`src/rtl/dma_2d_read_master_if.sv`:
```
// AXI4 read-channel bundle (AR + R) between the 2D DMA read master and the M00 slave.
interface dma_2d_read_master_if #(
  parameter int C_M_AXI_ID_WIDTH   = 1,
  parameter int C_M_AXI_ADDR_WIDTH = 32,
  parameter int C_M_AXI_DATA_WIDTH = 32
);
  logic [C_M_AXI_ID_WIDTH-1:0]   ARID;
  logic [C_M_AXI_ADDR_WIDTH-1:0] ARADDR;
  logic [7:0]                    ARLEN;
  logic [2:0]                    ARSIZE;
  logic [1:0]                    ARBURST;
  logic                          ARLOCK;
  logic [3:0]                    ARCACHE;
  logic [2:0]                    ARPROT;
  logic [3:0]                    ARQOS;
  logic                          ARVALID;
  logic                          ARREADY;
  logic [C_M_AXI_ID_WIDTH-1:0]   RID;
  logic [C_M_AXI_DATA_WIDTH-1:0] RDATA;
  logic [1:0]                    RRESP;
  logic                          RLAST;
  logic                          RVALID;
  logic                          RREADY;

  modport master (
    output ARID, ARADDR, ARLEN, ARSIZE, ARBURST, ARLOCK, ARCACHE, ARPROT, ARQOS, ARVALID, RREADY,
    input  ARREADY, RID, RDATA, RRESP, RLAST, RVALID
  );

  modport slave (
    input  ARID, ARADDR, ARLEN, ARSIZE, ARBURST, ARLOCK, ARCACHE, ARPROT, ARQOS, ARVALID, RREADY,
    output ARREADY, RID, RDATA, RRESP, RLAST, RVALID
  );
endinterface

```
`src/rtl/dma_2d_read_master.sv`:
```
// 2D DMA AXI4 read master: fetches height rows of width bytes spaced by stride, pushing beats to a FIFO.
// Optional macro DMA_RD_4K_SPLIT_EN: split bursts so none crosses a 4 KB boundary.
module dma_2d_read_master #(
  parameter int C_M_AXI_BURST_LEN  = 64,
  parameter int C_M_AXI_ID_WIDTH   = 1,
  parameter int C_M_AXI_ADDR_WIDTH = 32,
  parameter int C_M_AXI_DATA_WIDTH = 32
) (
  input  logic                          M_AXI_ACLK,
  input  logic                          M_AXI_ARESETN,
  input  logic                          i_start,
  input  logic [31:0]                   i_src_addr,
  input  logic [31:0]                   i_img_width,
  input  logic [31:0]                   i_img_height,
  input  logic [31:0]                   i_img_stride,
  output logic [C_M_AXI_DATA_WIDTH-1:0] o_r_data,
  input  logic                          i_fifo_full,
  output logic                          o_fifo_wr_en,
  output logic                          o_busy,
  output logic                          o_read_done,
  dma_2d_read_master_if.master          m_axi,
  output logic                          ERROR
);

  typedef enum logic [1:0] {IDLE, ADDR, DATA, DONE} state_t;

  localparam logic [8:0] MAX_LEN = 9'(C_M_AXI_BURST_LEN);

  state_t      state;
  logic [31:0] araddr, row_base, stride, words_row, words_left, rows_left;
  logic [7:0]  arlen, beat_cnt;
  logic        arvalid, read_done, error;

  logic [8:0]  blen, nxt_len;
  logic [31:0] cont_addr, cont_rem, nxt_addr, nxt_rem;
  logic        row_done, rready, beat, last_beat;
  logic        unused_bits;
`ifdef DMA_RD_4K_SPLIT_EN
  logic [12:0] to_4k;
`endif

  assign blen      = {1'b0, arlen} + 9'd1;
  assign cont_addr = araddr + {21'd0, blen, 2'b00};
  assign cont_rem  = words_left - {23'd0, blen};
  assign row_done  = (cont_rem == 32'd0);

  // Next burst: first row on start, rest of the current row, or the start of the next row.
  always_comb begin
    if (state == IDLE) begin
      nxt_addr = i_src_addr;
      nxt_rem  = {2'b00, i_img_width[31:2]};
    end else if (!row_done) begin
      nxt_addr = cont_addr;
      nxt_rem  = cont_rem;
    end else begin
      nxt_addr = row_base + stride;
      nxt_rem  = words_row;
    end
    nxt_len = (nxt_rem > {23'd0, MAX_LEN}) ? MAX_LEN : nxt_rem[8:0];
`ifdef DMA_RD_4K_SPLIT_EN
    to_4k = (13'd4096 - {1'b0, nxt_addr[11:0]}) >> 2;
    if ({4'd0, nxt_len} > to_4k) nxt_len = to_4k[8:0];
`endif
  end

  assign rready    = (state == DATA) && !i_fifo_full;
  assign beat      = m_axi.RVALID && rready;
  assign last_beat = (beat_cnt == arlen);

  always_ff @(posedge M_AXI_ACLK or negedge M_AXI_ARESETN) begin
    if (!M_AXI_ARESETN) begin
      state      <= IDLE;
      araddr     <= '0;
      row_base   <= '0;
      stride     <= '0;
      words_row  <= '0;
      words_left <= '0;
      rows_left  <= '0;
      arlen      <= '0;
      beat_cnt   <= '0;
      arvalid    <= 1'b0;
      read_done  <= 1'b0;
      error      <= 1'b0;
    end else begin
      case (state)
        IDLE: begin
          read_done <= 1'b0;
          if (i_start) begin
            row_base  <= i_src_addr;
            stride    <= i_img_stride;
            words_row <= {2'b00, i_img_width[31:2]};
            rows_left <= i_img_height;
            error     <= 1'b0;
            beat_cnt  <= '0;
            if (i_img_width[31:2] == 30'd0 || i_img_height == 32'd0) begin
              state     <= DONE;
              read_done <= 1'b1;
            end else begin
              state      <= ADDR;
              arvalid    <= 1'b1;
              araddr     <= nxt_addr;
              arlen      <= 8'(nxt_len - 9'd1);
              words_left <= nxt_rem;
            end
          end
        end
        ADDR: begin
          if (m_axi.ARREADY) begin
            arvalid <= 1'b0;
            state   <= DATA;
          end
        end
        DATA: begin
          if (beat) begin
            // RLAST is only checked; the local beat count decides where the burst ends.
            if (m_axi.RRESP != 2'b00 || m_axi.RLAST != last_beat) error <= 1'b1;
            if (last_beat) begin
              beat_cnt <= '0;
              if (!row_done || rows_left > 32'd1) begin
                if (row_done) begin
                  rows_left <= rows_left - 32'd1;
                  row_base  <= nxt_addr;
                end
                state      <= ADDR;
                arvalid    <= 1'b1;
                araddr     <= nxt_addr;
                arlen      <= 8'(nxt_len - 9'd1);
                words_left <= nxt_rem;
              end else begin
                state     <= DONE;
                read_done <= 1'b1;
              end
            end else begin
              beat_cnt <= beat_cnt + 8'd1;
            end
          end
        end
        default: begin
          read_done <= 1'b0;
          state     <= IDLE;
        end
      endcase
    end
  end

  assign m_axi.ARID    = {C_M_AXI_ID_WIDTH{1'b0}};
  assign m_axi.ARADDR  = C_M_AXI_ADDR_WIDTH'(araddr);
  assign m_axi.ARLEN   = arlen;
  assign m_axi.ARSIZE  = 3'b010;
  assign m_axi.ARBURST = 2'b01;
  assign m_axi.ARLOCK  = 1'b0;
  assign m_axi.ARCACHE = 4'b0010;
  assign m_axi.ARPROT  = 3'b000;
  assign m_axi.ARQOS   = 4'b0000;
  assign m_axi.ARVALID = arvalid;
  assign m_axi.RREADY  = rready;

  assign o_r_data     = m_axi.RDATA;
  assign o_fifo_wr_en = beat;
  assign o_busy       = (state != IDLE);
  assign o_read_done  = read_done;
  assign ERROR        = error;

  assign unused_bits = ^{m_axi.RID, i_img_width[1:0]};

endmodule

```
`src/flat_wrapper.sv`:
```
// flat-port wrapper written by rule: the top's interface ports become plain ports
module dma_2d_read_master_flat 
#(
  parameter int C_M_AXI_BURST_LEN  = 64,
  parameter int C_M_AXI_ID_WIDTH   = 1,
  parameter int C_M_AXI_ADDR_WIDTH = 32,
  parameter int C_M_AXI_DATA_WIDTH = 32
)
  (M_AXI_ACLK, M_AXI_ARESETN, i_start, i_src_addr, i_img_width, i_img_height, i_img_stride, o_r_data, i_fifo_full, o_fifo_wr_en, o_busy, o_read_done, ERROR, m_axi_ARID, m_axi_ARADDR, m_axi_ARLEN, m_axi_ARSIZE, m_axi_ARBURST, m_axi_ARLOCK, m_axi_ARCACHE, m_axi_ARPROT, m_axi_ARQOS, m_axi_ARVALID, m_axi_RREADY, m_axi_ARREADY, m_axi_RID, m_axi_RDATA, m_axi_RRESP, m_axi_RLAST, m_axi_RVALID);
  dma_2d_read_master_if #(.C_M_AXI_ID_WIDTH(C_M_AXI_ID_WIDTH), .C_M_AXI_ADDR_WIDTH(C_M_AXI_ADDR_WIDTH), .C_M_AXI_DATA_WIDTH(C_M_AXI_DATA_WIDTH)) m_axi_i ();
  input  logic M_AXI_ACLK;
  input  logic M_AXI_ARESETN;
  input  logic i_start;
  input  logic [31:0] i_src_addr;
  input  logic [31:0] i_img_width;
  input  logic [31:0] i_img_height;
  input  logic [31:0] i_img_stride;
  output logic [C_M_AXI_DATA_WIDTH-1:0] o_r_data;
  input  logic i_fifo_full;
  output logic o_fifo_wr_en;
  output logic o_busy;
  output logic o_read_done;
  output logic ERROR;
  output wire logic [$bits(m_axi_i.ARID)-1:0] m_axi_ARID;
  output wire logic [$bits(m_axi_i.ARADDR)-1:0] m_axi_ARADDR;
  output wire logic [$bits(m_axi_i.ARLEN)-1:0] m_axi_ARLEN;
  output wire logic [$bits(m_axi_i.ARSIZE)-1:0] m_axi_ARSIZE;
  output wire logic [$bits(m_axi_i.ARBURST)-1:0] m_axi_ARBURST;
  output wire logic [$bits(m_axi_i.ARLOCK)-1:0] m_axi_ARLOCK;
  output wire logic [$bits(m_axi_i.ARCACHE)-1:0] m_axi_ARCACHE;
  output wire logic [$bits(m_axi_i.ARPROT)-1:0] m_axi_ARPROT;
  output wire logic [$bits(m_axi_i.ARQOS)-1:0] m_axi_ARQOS;
  output wire logic [$bits(m_axi_i.ARVALID)-1:0] m_axi_ARVALID;
  output wire logic [$bits(m_axi_i.RREADY)-1:0] m_axi_RREADY;
  input wire logic [$bits(m_axi_i.ARREADY)-1:0] m_axi_ARREADY;
  input wire logic [$bits(m_axi_i.RID)-1:0] m_axi_RID;
  input wire logic [$bits(m_axi_i.RDATA)-1:0] m_axi_RDATA;
  input wire logic [$bits(m_axi_i.RRESP)-1:0] m_axi_RRESP;
  input wire logic [$bits(m_axi_i.RLAST)-1:0] m_axi_RLAST;
  input wire logic [$bits(m_axi_i.RVALID)-1:0] m_axi_RVALID;
  assign m_axi_ARID = m_axi_i.ARID;
  assign m_axi_ARADDR = m_axi_i.ARADDR;
  assign m_axi_ARLEN = m_axi_i.ARLEN;
  assign m_axi_ARSIZE = m_axi_i.ARSIZE;
  assign m_axi_ARBURST = m_axi_i.ARBURST;
  assign m_axi_ARLOCK = m_axi_i.ARLOCK;
  assign m_axi_ARCACHE = m_axi_i.ARCACHE;
  assign m_axi_ARPROT = m_axi_i.ARPROT;
  assign m_axi_ARQOS = m_axi_i.ARQOS;
  assign m_axi_ARVALID = m_axi_i.ARVALID;
  assign m_axi_RREADY = m_axi_i.RREADY;
  assign m_axi_i.ARREADY = m_axi_ARREADY;
  assign m_axi_i.RID = m_axi_RID;
  assign m_axi_i.RDATA = m_axi_RDATA;
  assign m_axi_i.RRESP = m_axi_RRESP;
  assign m_axi_i.RLAST = m_axi_RLAST;
  assign m_axi_i.RVALID = m_axi_RVALID;
  dma_2d_read_master #(.C_M_AXI_BURST_LEN(C_M_AXI_BURST_LEN), .C_M_AXI_ID_WIDTH(C_M_AXI_ID_WIDTH), .C_M_AXI_ADDR_WIDTH(C_M_AXI_ADDR_WIDTH), .C_M_AXI_DATA_WIDTH(C_M_AXI_DATA_WIDTH)) u_core (.M_AXI_ACLK(M_AXI_ACLK), .M_AXI_ARESETN(M_AXI_ARESETN), .i_start(i_start), .i_src_addr(i_src_addr), .i_img_width(i_img_width), .i_img_height(i_img_height), .i_img_stride(i_img_stride), .o_r_data(o_r_data), .i_fifo_full(i_fifo_full), .o_fifo_wr_en(o_fifo_wr_en), .o_busy(o_busy), .o_read_done(o_read_done), .m_axi(m_axi_i), .ERROR(ERROR));
endmodule
```
`config.mk`:
```
export PLATFORM = sky130hd
export DESIGN_NAME = dma_2d_read_master_flat
export DESIGN_NICKNAME = d
export VERILOG_FILES = /design/src/rtl/dma_2d_read_master_if.sv /design/src/rtl/dma_2d_read_master.sv /design/src/flat_wrapper.sv
export SDC_FILE = /design/constraint.sdc
export NUM_CORES = 1
export LEC_CHECK = 0
export ABC_AREA = 1
export CELL_PAD_IN_SITES_DETAIL_PLACEMENT = 2
export CELL_PAD_IN_SITES_GLOBAL_PLACEMENT = 2
export CORE_ASPECT_RATIO = 1.5
export CORE_MARGIN = 2
export CORE_UTILIZATION = 30
export DETAILED_ROUTE_END_ITERATION = 10
export GPL_TIMING_DRIVEN = 0
export PLACE_DENSITY = 0.91
export SYNTH_ARGS = -nofsm -noshare
export SYNTH_HDL_FRONTEND = slang
export SYNTH_SLANG_ARGS = --single-unit
```
`constraint.sdc`:
```
create_clock -name M_AXI_ACLK -period 4.8 [get_ports M_AXI_ACLK]
set_input_delay 1.2 -clock M_AXI_ACLK [delete_from_list [all_inputs] [get_ports M_AXI_ACLK]]
set_output_delay 1.2 -clock M_AXI_ACLK [all_outputs]
set_load 0.005 [all_outputs]
```
==> out/metrics.csv, run 1 <==
stage,metric,value,unit
sta,timing.final.crit_period,6.73,ns
worst_setup_path,crit_top_cell,nand2_1,
yosys,synthFlopType,dfrtp_1,
worst_setup_path,cp_slowest_cell,o311ai_1,
routing,drt-total-wl,120000,um
clocking,cts_root_buf,clkbuf_16,
routing,drc,0,
sta,rsz0062_at_grt,true,
routing,drt_iter0_markers,1738,
floorplanning,fp.dieH,284,um
power,intPower,8.02,mW
grt,grt_start_max_net_pins,112,
worst_setup_path,crit_arrival,7.30,ns
floorplanning,num_rows,102,
floorplanning,die_w,191,um
finish,drive_gt1_share,21.5,%
worst_setup_path,cp_data_required_time,5.36,ns
yosys,avgSynthCellArea,6.73,um2
worst_hold_path,hold_path.class,flop to flop,
power,power_density,887,nW/um2
power,p_comb_share,71.0,%
finish,final_cell_mix,"620 x nand2_1, 237 x inv_1, 211 x clkdlybuf4s50_1",
flow_run,cap_violations,1,
worst_setup_path,worstSetupPathType,flop to flop,
worst_setup_path,crit_path_max_incr_delay,0.97,ns
power,total_power,20.0,mW
sta,hold_viol,0,
worst_setup_path,r2r-start,u_core.m_axi.ARLEN[1]$_DFFE_PN0P_,
run_status,status,finished with violations,
clocking,cts_tree,yes,
sta,setup_viol,140,
floorplanning,core-area,51700,um2
worst_hold_path,hold_start,u_core.row_base[16]$_DFFE_PN0P_,
yosys,ys_seq_elements,211,
yosys,yosysTopAreaCellShare,33.6,%
sta,setup_tns,-136.22,ns
grt,track_usage,33.0,%
sta,finalMaxSlewViolations,10,
clocking,htree_levels,1,
clocking,clk_latency,0.66,ns
floorplanning,dieArea,54300,um2
finish,final_common_cell,nand2_1,
clocking,clock-sinks,211,
grt,overflow,0,
placement,place_hpwl,63100,um
sta,max_slew_margin,-0.184,%
sta,skew,0.0521,ns
run_status,violations,"capacitance limit, slew limit, setup timing",
sta,fin_ws,-1.93,ns
floorplanning,ios,266,
sta,hold_slack,0.509,ns
clocking,path_clk_slew,0.08,ns
power,p_leak,10.4,nW
grt,grt_first_pass_wirelength,135000,um
yosys,synth_cells,2336,
grt,grt_pass1_vias,22025,
sta,tightestPinTransition,1.50,ns
routing,dr.pass1.iters,5,
placement,pre_cts_ws,-1.89,ns
worst_setup_path,end_kind,flop,
finish,stdcell_area,22600,um2
worst_setup_path,cp_max_fo,6,
placement,postPlaceCellArea,18800,um2
yosys,synth-edff-count,0,
clocking,ctsHoldBuffers,0,
sta,max_freq,149,MHz
yosys,ys_warn_count,0,
routing,drtAntennaViolNets,0,
worst_setup_path,critPathLaunchType,flop,
yosys,async_flop_share,100,%
yosys,synth_top_cell_by_area,dfrtp_1,
power,switching_power,12.0,mW
routing,vias_per_cell,6.23,
clocking,numCtsBuffers,25,
yosys,seq_area_frac_synth,33.6,%
placement,place.gp.congestion,0.980,
sta,fin_crit_sh,140,%
placement,numPortBuffers,212,
yosys,synth_cell_type_count,62,
yosys,syn_area,15700,um2
grt,antenna_found_initial,8,
finish,area_delta_synth_final,43.4,%
power,clkPwrFrac,10.9,%
routing,wl_per_cell,35.4,um
finish,finalNetCount,2934,
routing,vias,21199,
power,switching_share,59.9,%
power,ir_worst_vdd,0.371,mV
worst_setup_path,crit_start,u_core.m_axi.ARLEN[1]$_DFFE_PN0P_,
power,p_seq_share,18.1,%
clocking,cts_max_path_buffers,3,
floorplanning,start_util,30.4,%
yosys,ys_top_cells_by_area,"dfrtp_1 34%, nand2_1 17%, o21ai_0 7.2%",
[stage by stage]
step,util (%),instances
finish,43.6,3404
global route,43.6,3402
CTS,39.7,3329
detailed placement,36.3,3241
global placement,36.3,3240
floorplan,-,2352
[per-layer routing]
metal / up-vias / GRT usage, % / part of all wire (%)
li1: 8325 / - / -
met1: 10510 / 32.3 / 32
met2: 1567 / 58.4 / 48
met3: 789 / 5.85 / 8.7
met4: 8 / 30.3 / 12
met5: - / 0 / 0.038
[synth_stat cells (3+ instances only)]
library cell	count
fa_1	3
xnor2_1	15
a31oi_1	7
inv_1	246
o21ai_0	225
buf_2	10
nand4_1	60
nand3_1	105
o21ai_1	12
o22ai_1	12
nor3_1	32
o31ai_1	4
clkbuf_1	60
xor2_1	36
buf_1	4
o21a_1	4
a21oi_1	121
a21boi_0	3
o21bai_1	3
nor2_4	4
nand2_1	711
o311ai_0	3
o41ai_1	3
nor2_2	9
o211ai_1	20
buf_4	53
a21o_1	4
or2_2	10
nor4_1	23
a22oi_1	3
clkinv_1	3
nor2_1	190
mux2i_1	4
buf_6	6
inv_2	8
nand2_2	16
dfrtp_1	211
ha_1	54
nand3_2	7
[final cells by class]
class,instances,area [um2]
Sequential cell,211,5290
Fill cell,5883,29100
Clock inverter,12,120
Timing Repair Buffer,330,3300
Inverter,257,978
Buffer,129,1010
Clock buffer,33,706
Multi-Input combinational cell,1753,10300
Antenna cell,3,7.51
Tap cell,676,846
[sequential cells by signal, summed over array words and instances, names as in the netlist]
signal                cells
u_core.words_row         30
u_core.m_axi.ARLEN        8
u_core.row_base          32
u_core.rows_left         32
u_core.m_axi.ARADDR      32
u_core.words_left        32
u_core.state              2
u_core.ERROR              1
u_core.beat_cnt           8
u_core.o_read_done        1
u_core.stride            32
u_core.m_axi.ARVALID      1
[path summary, 6_finish.rpt]
check	endpoint	slack [ns]	depth (start not counted)
max	u_core.m_axi.ARLEN[5]$_DFFE_PN0P_	-1.93	28
max reg2reg	u_core.m_axi.ARLEN[5]$_DFFE_PN0P_	-1.93	28
max in group asynchronous	u_core.words_row[14]$_DFFE_PN0P_	3.01	2
min	u_core.row_base[16]$_DFFE_PN0P_	0.51	2
min reg2reg	u_core.row_base[16]$_DFFE_PN0P_	0.51	2
min in group asynchronous	u_core.m_axi.ARADDR[14]$_DFFE_PN0P_	0.62	1
[worst max-delay path: cells and delay by family, from the launching register on]
kind                       cells  cell delay (ns)
and+or+nand+nor               18             3.16
AOI/OAI and AO/OA              2             1.18
buffers and inverters          5             0.91
DFF                            1             0.56
adders and majority gates      1             0.40
muxes                          1             0.24
xor gates and xnor gates       1             0.14
[timing repair]
item | CTS | global route
setup endpoints to repair | 140 | 139
setup buffers | 44 | 69
gates cloned | 1 | 6
gates resized for setup | 151 | 427
pin swaps | 47 | 143
[kinds of logic after synthesis]
kind of cell	share of synthesized area [%]
simple gates	32.2
mux	0.326
xor+xnor	2.94
flops	33.6
other cells	0.0478
fa+ha+maj	4.68
buf+inv	10.9
compound gates	15.3
[power by group through the flow]
stage | Combinational (mW) | Sequential [mW] | Clock (mW)
3_5_place_dp | 9.16 | 3.35 | 0
2_1_floorplan | 5.66 | 3.06 | 0
3_3_place_gp | 8.62 | 3.30 | 0
5_1_grt | 14.6 | 3.62 | 2.19
4_1_cts | 10.1 | 3.34 | 2.04
6_report | 14.2 | 3.63 | 2.18
Power figures use the tool's default switching activity.
==> run 2: changes to the inputs <==
- CELL_PAD_IN_SITES_DETAIL_PLACEMENT: 2 -> 1
==> run 2 against run 1 <==
Final area decreased by 8.4%. The run ends with setup timing left. Clock-buffer cell count increased by 4. Total power decreased by 24%. Sequential cell count unchanged. Highest routed layer is now met4. Sequential power decreased by 8.3%. Register-to-register slack improved by 1.9 ns. Cell count decreased by 2.1%.
==> out/metrics.csv, run 2 (same netlist as run 1, synthesis figures left out) <==
stage,metric,value,unit,change
run_status,status,finished with violations,,
run_status,violations,setup timing,,
power,power_density,735,nW/um2,-17%
clocking,htree_levels,1,,unchanged
worst_setup_path,crit_path_max_incr_delay,0.44,ns,-0.53 ns
power,total_power,15.2,mW,-24%
sta,hold_viol,0,,unchanged
finish,nFillCells,6547,,+11%
floorplanning,fp.dieH,284,um,unchanged
finish,antennaDiodeCount,0,,-3
sta,tightestPinTransition,1.17,ns,-0.329 ns
flow_run,cap_violations,0,,-1
worst_setup_path,critPathLaunchType,flop,,
routing,drt_iter0_markers,788,,-55%
worst_setup_path,end_kind,flop,,
floorplanning,die_w,191,um,unchanged
routing,dr.pass1.iters,5,,unchanged
grt,grt_pass1_vias,18785,,-15%
grt,grt_start_max_net_pins,112,,unchanged
sta,setup_tns,-0.000802,ns,+136.22 ns
sta,fin_crit_sh,100,%,-40 points
floorplanning,core-area,51700,um2,unchanged
grt,grt_first_pass_wirelength,108000,um,-20%
sta,skew,0.0314,ns,-0.0207 ns
clocking,clock-sinks,211,,unchanged
placement,postPlaceCellArea,18800,um2,unchanged
power,p_leak,9.71,nW,-6.7%
routing,vias,17517,,-17%
finish,final_cell_mix,"681 x nand2_1, 240 x inv_1, 219 x o21ai_0",,
floorplanning,num_rows,102,,unchanged
worst_setup_path,cp_data_required_time,5.29,ns,-0.07 ns
worst_setup_path,crit_top_cell,nand2_2,,
worst_setup_path,cp_max_fo,8,,+2
clocking,path_clk_slew,0.06,ns,-0.02 ns
placement,numPortBuffers,212,,unchanged
floorplanning,start_util,30.4,%,unchanged
clocking,numCtsBuffers,25,,unchanged
finish,final_common_cell,nand2_1,,
grt,antenna_found_initial,0,,-8
sta,timing.final.crit_period,4.80,ns,-1.93 ns
clocking,cts_max_path_buffers,3,,unchanged
routing,drt-total-wl,72400,um,-40%
grt,grt_util_met2,47.8,%,-11 points
routing,drc,0,,unchanged
placement,dp.cells,3241,,unchanged
floorplanning,dieArea,54300,um2,unchanged
routing,drtAntennaViolNets,0,,unchanged
grt,grt_busiest_layer,met2,,
clocking,clk_latency,0.58,ns,-0.08 ns
routing,wl_per_cell,21.7,um,-39%
sta,fin_ws,-0.000802,ns,+1.93 ns
finish,finalNetCount,2864,,-2.4%
sta,rsz0062_at_grt,true,,
worst_setup_path,worstSetupPathType,flop to flop,,
floorplanning,ios,266,,unchanged
clocking,cts_root_buf,clkbuf_16,,
finish,drive_gt1_share,12.8,%,-8.7 points
clocking,ctsHoldBuffers,0,,unchanged
routing,vias_per_cell,5.26,,-16%
finish,stdcell_area,20700,um2,-8.4%
sta,finalMaxSlewViolations,0,,-10
worst_setup_path,cp_slowest_cell,dfrtp_2,,
grt,track_usage,26.2,%,-6.9 points
placement,place.gp.congestion,0.980,,unchanged
worst_setup_path,crit_arrival,5.29,ns,-2.01 ns
finish,stdcell_count,3332,,-2.1%
sta,hold_slack,0.486,ns,-0.0229 ns
grt,overflow,0,,unchanged
placement,place_hpwl,56900,um,-9.8%
sta,setup_viol,1,,-99%
worst_hold_path,hold_path.class,flop to flop,,
sta,max_freq,208,MHz,+40%
grt,gr-usage-met3,2.56,%,-3.3 points
clocking,cts_tree,yes,,
grt,groute.layer.met1.usage,27.7,%,-4.6 points
sta,max_slew_margin,21.7,%,+22 points
power,ir_worst_vdd,0.369,mV,-0.60%
finish,area_delta_synth_final,31.4,%,
-- run 2: cell types whose count changed in the layout (fill, tap and decap cells not counted), sizes merged --
cell / change
clkinv: -5
diode: -3
buf: -79
clkbuf: +15
nand2: -1
and3: -1
clkinvlp: +2
-- run 2: what timing repair did --
action                                  CTS  global route
pin swaps                                 6            32
cloned                                    0             6
buffers inserted                         14            27
endpoints found under the setup margin  139           130
gates resized for setup                  74           109
-- run 2: area by class of cell --
type	instances	area (um2)	share of cell area (%)
clock buffers	37	761	3.68
inverters	257	968	4.69
multi-input cells	1751	9260	44.8
clock inverters	9	118	0.569
flip-flops and latches	211	5290	25.6
plain buffers	131	845	4.09
well taps	676	846	4.09
repair buffers	260	2580	12.5
-- run 2: final timing paths --
kind | startpoint | to | slack [ns] | depth (start not counted)
max | u_core.m_axi.ARLEN[0]$_DFFE_PN0P_ | u_core.m_axi.ARLEN[2]$_DFFE_PN0P_ | -0.0008 | 31
min reg2reg | u_core.row_base[3]$_DFFE_PN0P_ | u_core.row_base[3]$_DFFE_PN0P_ | 0.49 | 2
max reg2reg | u_core.m_axi.ARLEN[0]$_DFFE_PN0P_ | u_core.m_axi.ARLEN[2]$_DFFE_PN0P_ | -0.0008 | 31
min | u_core.row_base[3]$_DFFE_PN0P_ | u_core.row_base[3]$_DFFE_PN0P_ | 0.49 | 2
max in group asynchronous | M_AXI_ARESETN | u_core.m_axi.ARLEN[0]$_DFFE_PN0P_ | 2.97 | 2
min in group asynchronous | M_AXI_ARESETN | u_core.stride[17]$_DFFE_PN0P_ | 0.71 | 1
-- run 2: per-layer routing --
| layer | wire [um] | part of all wire [%] | vias to the layer above |
|---|---|---|---|
| li1 | - | - | 8184 |
| met1 | 26800 | 37 | 8608 |
| met2 | 37100 | 51 | 523 |
| met3 | 2780 | 3.8 | 202 |
| met4 | 5770 | 8.0 | 0 |
| met5 | 0 | 0 | - |
-- run 2: worst max-delay path: cells and delay by family (launching register included) --
kind / cells / cell delay [ns]
AOI/OAI and AO/OA: 3 / 0.38
xor gates and xnor gates: 2 / 0.34
adders and majority gates: 2 / 0.50
buffers and inverters: 5 / 0.60
DFF: 1 / 0.44
and+or+nand+nor: 19 / 2.42
-- run 2: where the power goes --
part	internal, mW	switching [mW]	total, mW
Clock	1.21	0.863	2.07
Combinational	3.29	6.49	9.78
Sequential	2.60	0.732	3.33
Total	7.10	8.09	15.2
-- run 2: per-stage QoR --
step / utilization [%] / worst slack (ns)
after floorplan: - / 0.552
after global placement: 36.3 / -7.43
after detailed placement: 36.3 / -1.68
after CTS: 38.6 / -0.0823
after global routing: 40.0 / -0.185
final: 40.0 / -0.000802
==> run 3: changes to the inputs <==
- ABC_AREA: 1 -> default
- CORE_UTILIZATION: 30 -> 32
==> run 3 against run 2 <==
Maximum frequency decreased by 11%. The run still ends with setup timing left. Clock-buffer cell count decreased by 8. Critical endpoint is now u_core.m_axi.ARLEN[4]$_DFFE_PN0P_. First-iteration DRC count increased by 18%.
==> out/metrics.csv, run 3 <==
stage,metric,value,unit,change
run_status,status,finished with violations,,
run_status,violations,setup timing,,
yosys,synthFlopType,dfrtp_1,,
sta,hold_slack,0.495,ns,+0.00913 ns
sta,rsz0062_at_grt,true,,
yosys,ys_warn_count,0,,unchanged
yosys,synth_cells,1767,,-24%
grt,grt_util_met2,49.1,%,+1.3 points
sta,finalMaxSlewViolations,0,,unchanged
sta,max_slew_margin,27.9,%,+6.2 points
clocking,clock-sinks,211,,unchanged
worst_setup_path,crit_arrival,5.85,ns,+0.56 ns
grt,grt_start_max_net_pins,112,,unchanged
worst_setup_path,critPathLaunchType,flop,,
yosys,synth-edff-count,0,,unchanged
power,p_comb_share,63.1,%,-1.3 points
floorplanning,core-area,45500,um2,-12%
power,clkPwrFrac,14.0,%,+0.4 points
power,p_seq_share,22.9,%,+1.0 points
grt,groute.layer.met1.usage,29.3,%,+1.7 points
routing,drt-total-wl,67500,um,-6.7%
placement,place_hpwl,50500,um,-11%
worst_hold_path,hold_start,u_core.words_left[5]$_DFFE_PN0P_,,
sta,max_freq,185,MHz,-11%
clocking,cts_tree,yes,,
yosys,ys_top_cells_by_area,"dfrtp_1 36%, a21oi_1 6.4%, o21ai_0 5.9%",,
grt,track_usage,27.6,%,+1.5 points
yosys,synth_most_common_cell,dfrtp_1,,
yosys,async_flop_share,100,%,unchanged
worst_setup_path,reg2reg_slack,-0.60,ns,-0.60 ns
sta,fin_ws,-0.605,ns,-0.604 ns
power,intPower,7.75,mW,+9.1%
worst_setup_path,r2r-start,u_core.m_axi.ARLEN[1]$_DFFE_PN0P_,,
sta,setup_tns,-2.57,ns,-2.57 ns
grt,grt_busiest_layer,met2,,
floorplanning,die_w,179,um,-6.4%
sta,tightestPinTransition,1.08,ns,-0.0930 ns
placement,numPortBuffers,212,,unchanged
yosys,syn_area,14700,um2,-6.8%
worst_setup_path,cp_max_fo,7,,-1
grt,grt_first_pass_wirelength,98600,um,-9.0%
sta,setup_viol,7,,+6
sta,hold_viol,0,,unchanged
sta,skew,0.0190,ns,-0.0124 ns
placement,place.gp.congestion,0.975,,-0.46%
yosys,avgSynthCellArea,8.29,um2,+23%
floorplanning,start_util,32.2,%,+1.8 points
sta,timing.final.crit_period,5.40,ns,+0.604 ns
yosys,synth_common_cells,"211 x dfrtp_1, 194 x nand2_1, 187 x a21oi_1, 172 x o21ai_0, 169 x nor2_1",,
power,p_leak,8.13,nW,-16%
placement,postPlaceCellArea,17700,um2,-5.6%
yosys,seq_area_frac_synth,36.0,%,+2.5 points
routing,dr.pass1.iters,5,,unchanged
worst_hold_path,hold_path.class,flop to flop,,
clocking,htree_levels,1,,unchanged
worst_hold_path,holdPathStages,2,,unchanged
clocking,clk_latency,0.57,ns,about the same
finish,final_cell_mix,"211 x clkdlybuf4s50_1, 204 x dfrtp_1, 186 x nand2_1",,
yosys,ys_seq_elements,211,,unchanged
grt,grt_pass1_vias,16488,,-12%
clocking,cts_root_buf,clkbuf_16,,
worst_setup_path,worstSetupPathType,flop to flop,,
floorplanning,fp.dieH,266,um,-6.4%
routing,vias,15513,,-11%
finish,stdcell_area,20000,um2,-3.3%
flow_run,cap_violations,0,,unchanged
finish,final_common_cell,clkdlybuf4s50_1,,
grt,antenna_found_initial,1,,+1
routing,wl_per_cell,25.2,um,+16%
power,switching_power,7.61,mW,-5.9%
sta,fin_crit_sh,113,%,+13 points
worst_hold_path,min_to,u_core.words_left[5]$_DFFE_PN0P_,,
finish,area_delta_synth_final,36.4,%,
power,switching_share,49.6,%,-3.7 points
finish,antennaDiodeCount,0,,unchanged
routing,vias_per_cell,5.78,,+10%
yosys,yosysTopAreaCellShare,36.0,%,+2.5 points
clocking,numCtsBuffers,25,,unchanged
floorplanning,num_rows,96,,-5.9%
power,ir_worst_vdd,0.312,mV,-16%
yosys,synth_cell_type_count,81,,+31%
worst_setup_path,r2r-end,u_core.m_axi.ARLEN[4]$_DFFE_PN0P_,,
finish,drive_gt1_share,19.1,%,+6.3 points
routing,drtAntennaViolNets,0,,unchanged
yosys,synth_top_cell_by_area,dfrtp_1,,
worst_setup_path,rr_worst_depth,23,,-26%
grt,gr-usage-met3,3.65,%,+1.1 points
finish,finalNetCount,2303,,-20%
routing,drt_iter0_markers,929,,+18%
clocking,path_clk_slew,0.07,ns,about the same
grt,overflow,0,,unchanged
power,power_density,769,nW/um2,+4.6%
finish,postLayoutCoreUtil,43.9,%,+3.9 points
clocking,cts_max_path_buffers,3,,unchanged
worst_setup_path,end_kind,flop,,
worst_setup_path,cp_data_required_time,5.24,ns,-0.05 ns
floorplanning,ios,266,,unchanged
floorplanning,dieArea,47600,um2,-12%
worst_setup_path,crit_start,u_core.m_axi.ARLEN[1]$_DFFE_PN0P_,,
routing,drc,0,,unchanged
==> run 3: changes by cell type in the layout (fill, tap and decap cells not counted), sizes merged, moves of 62 or more <==
| cell | change |
|---|---|
| mux2 | +62 |
| a21oi | +64 |
| inv | -214 |
| nand2 | -534 |
| o21ai | -65 |
| nand3 | -75 |
==> run 3: how the worst max path moves through the flow <==
stage | to | cells past startpoint
4_1_cts | u_core.m_axi.ARLEN[4]$_DFFE_PN0P_ | 23
3_3_place_gp | u_core.m_axi.ARLEN[0]$_DFFE_PN0P_ | 1
2_1_floorplan | u_core.m_axi.ARLEN[4]$_DFFE_PN0P_ | 22
3_5_place_dp | u_core.m_axi.ARLEN[4]$_DFFE_PN0P_ | 22
6_report | u_core.m_axi.ARLEN[4]$_DFFE_PN0P_ | 23
5_1_grt | u_core.m_axi.ARLEN[4]$_DFFE_PN0P_ | 23
==> run 3: layout make-up <==
type                    count  area [um2]
multi-input cells        1390        9360
clock inverters            16         215
repair buffers            272        2650
inverters                  40         156
fillers                  5290       25500
clock buffers              29         671
well taps                 588         736
plain buffers             136         912
flip-flops and latches    211        5290
==> run 3: metrics by stage <==
step                      instances  total power, mW  setup slack [ns]
after global routing           2682             16.2            -0.731
final                          2682             15.4            -0.605
after CTS                      2665             14.8            -0.503
after detailed placement       2584             11.8             -2.36
after floorplan                1783             8.69           0.00363
after global placement         2583             11.6             -7.90
==> run 3: per-layer routing <==
metal | part of all wire, % | wire, um
met1 | 36 | 24200
met2 | 50 | 34000
met3 | 5.2 | 3490
met4 | 8.7 | 5890
met5 | 0.022 | 15
==> run 3: cells by family (layout without fill, tap and decap cells) <==
family,count (synthesis),after routing,synth area share [%]
adders and majority gates,57,57,5.02
buffers and inverters,182,493,6.05
DFF,211,211,36.0
muxes,72,72,5.46
and+or+nand+nor,606,606,19.6
other,2,18,0.0513
AOI/OAI and AO/OA,543,543,22.2
xor gates and xnor gates,94,94,5.62
==> run 3: worst max-delay path, stage by stage, from the launching register on <==
cell and delay [ns]:
dfrtp_2 0.43, ha_4 0.20, nand3_4 0.12, nor2_4 0.20
xor2_4 0.18, inv_2 0.06, ha_4 0.27, a21o_1 0.20
a21o_4 0.26, a21o_1 0.18, or3_4 0.37, xnor2_4 0.28
nor4_4 0.08, and3b_2 0.27, buf_6 0.15, a2111oi_4 0.28
nand4_1 0.13, or4_4 0.57, a211oi_4 0.32, nand2_2 0.11
ha_4 0.22, nand2_4 0.09, a21oi_2 0.04, a221o_1 0.26
==> run 3: timing repair <==
| action | CTS | global route |
|---|---|---|
| buffers inserted | 39 | 19 |
| hold buffers | 0 | 0 |
| gates cloned | 1 | 2 |
| setup endpoints to repair | 199 | 177 |
| resized for setup | 162 | 112 |
| pin swaps | 31 | 31 |
==> run 3: power groups by stage <==
stage,sequential [mW],clock [mW],combinational (mW)
finish,3.52,2.15,9.69
global route,3.59,2.22,10.4
CTS,3.48,2.17,9.17
detailed placement,3.48,0,8.37
global placement,3.45,0,8.11
floorplan,3.15,0,5.55
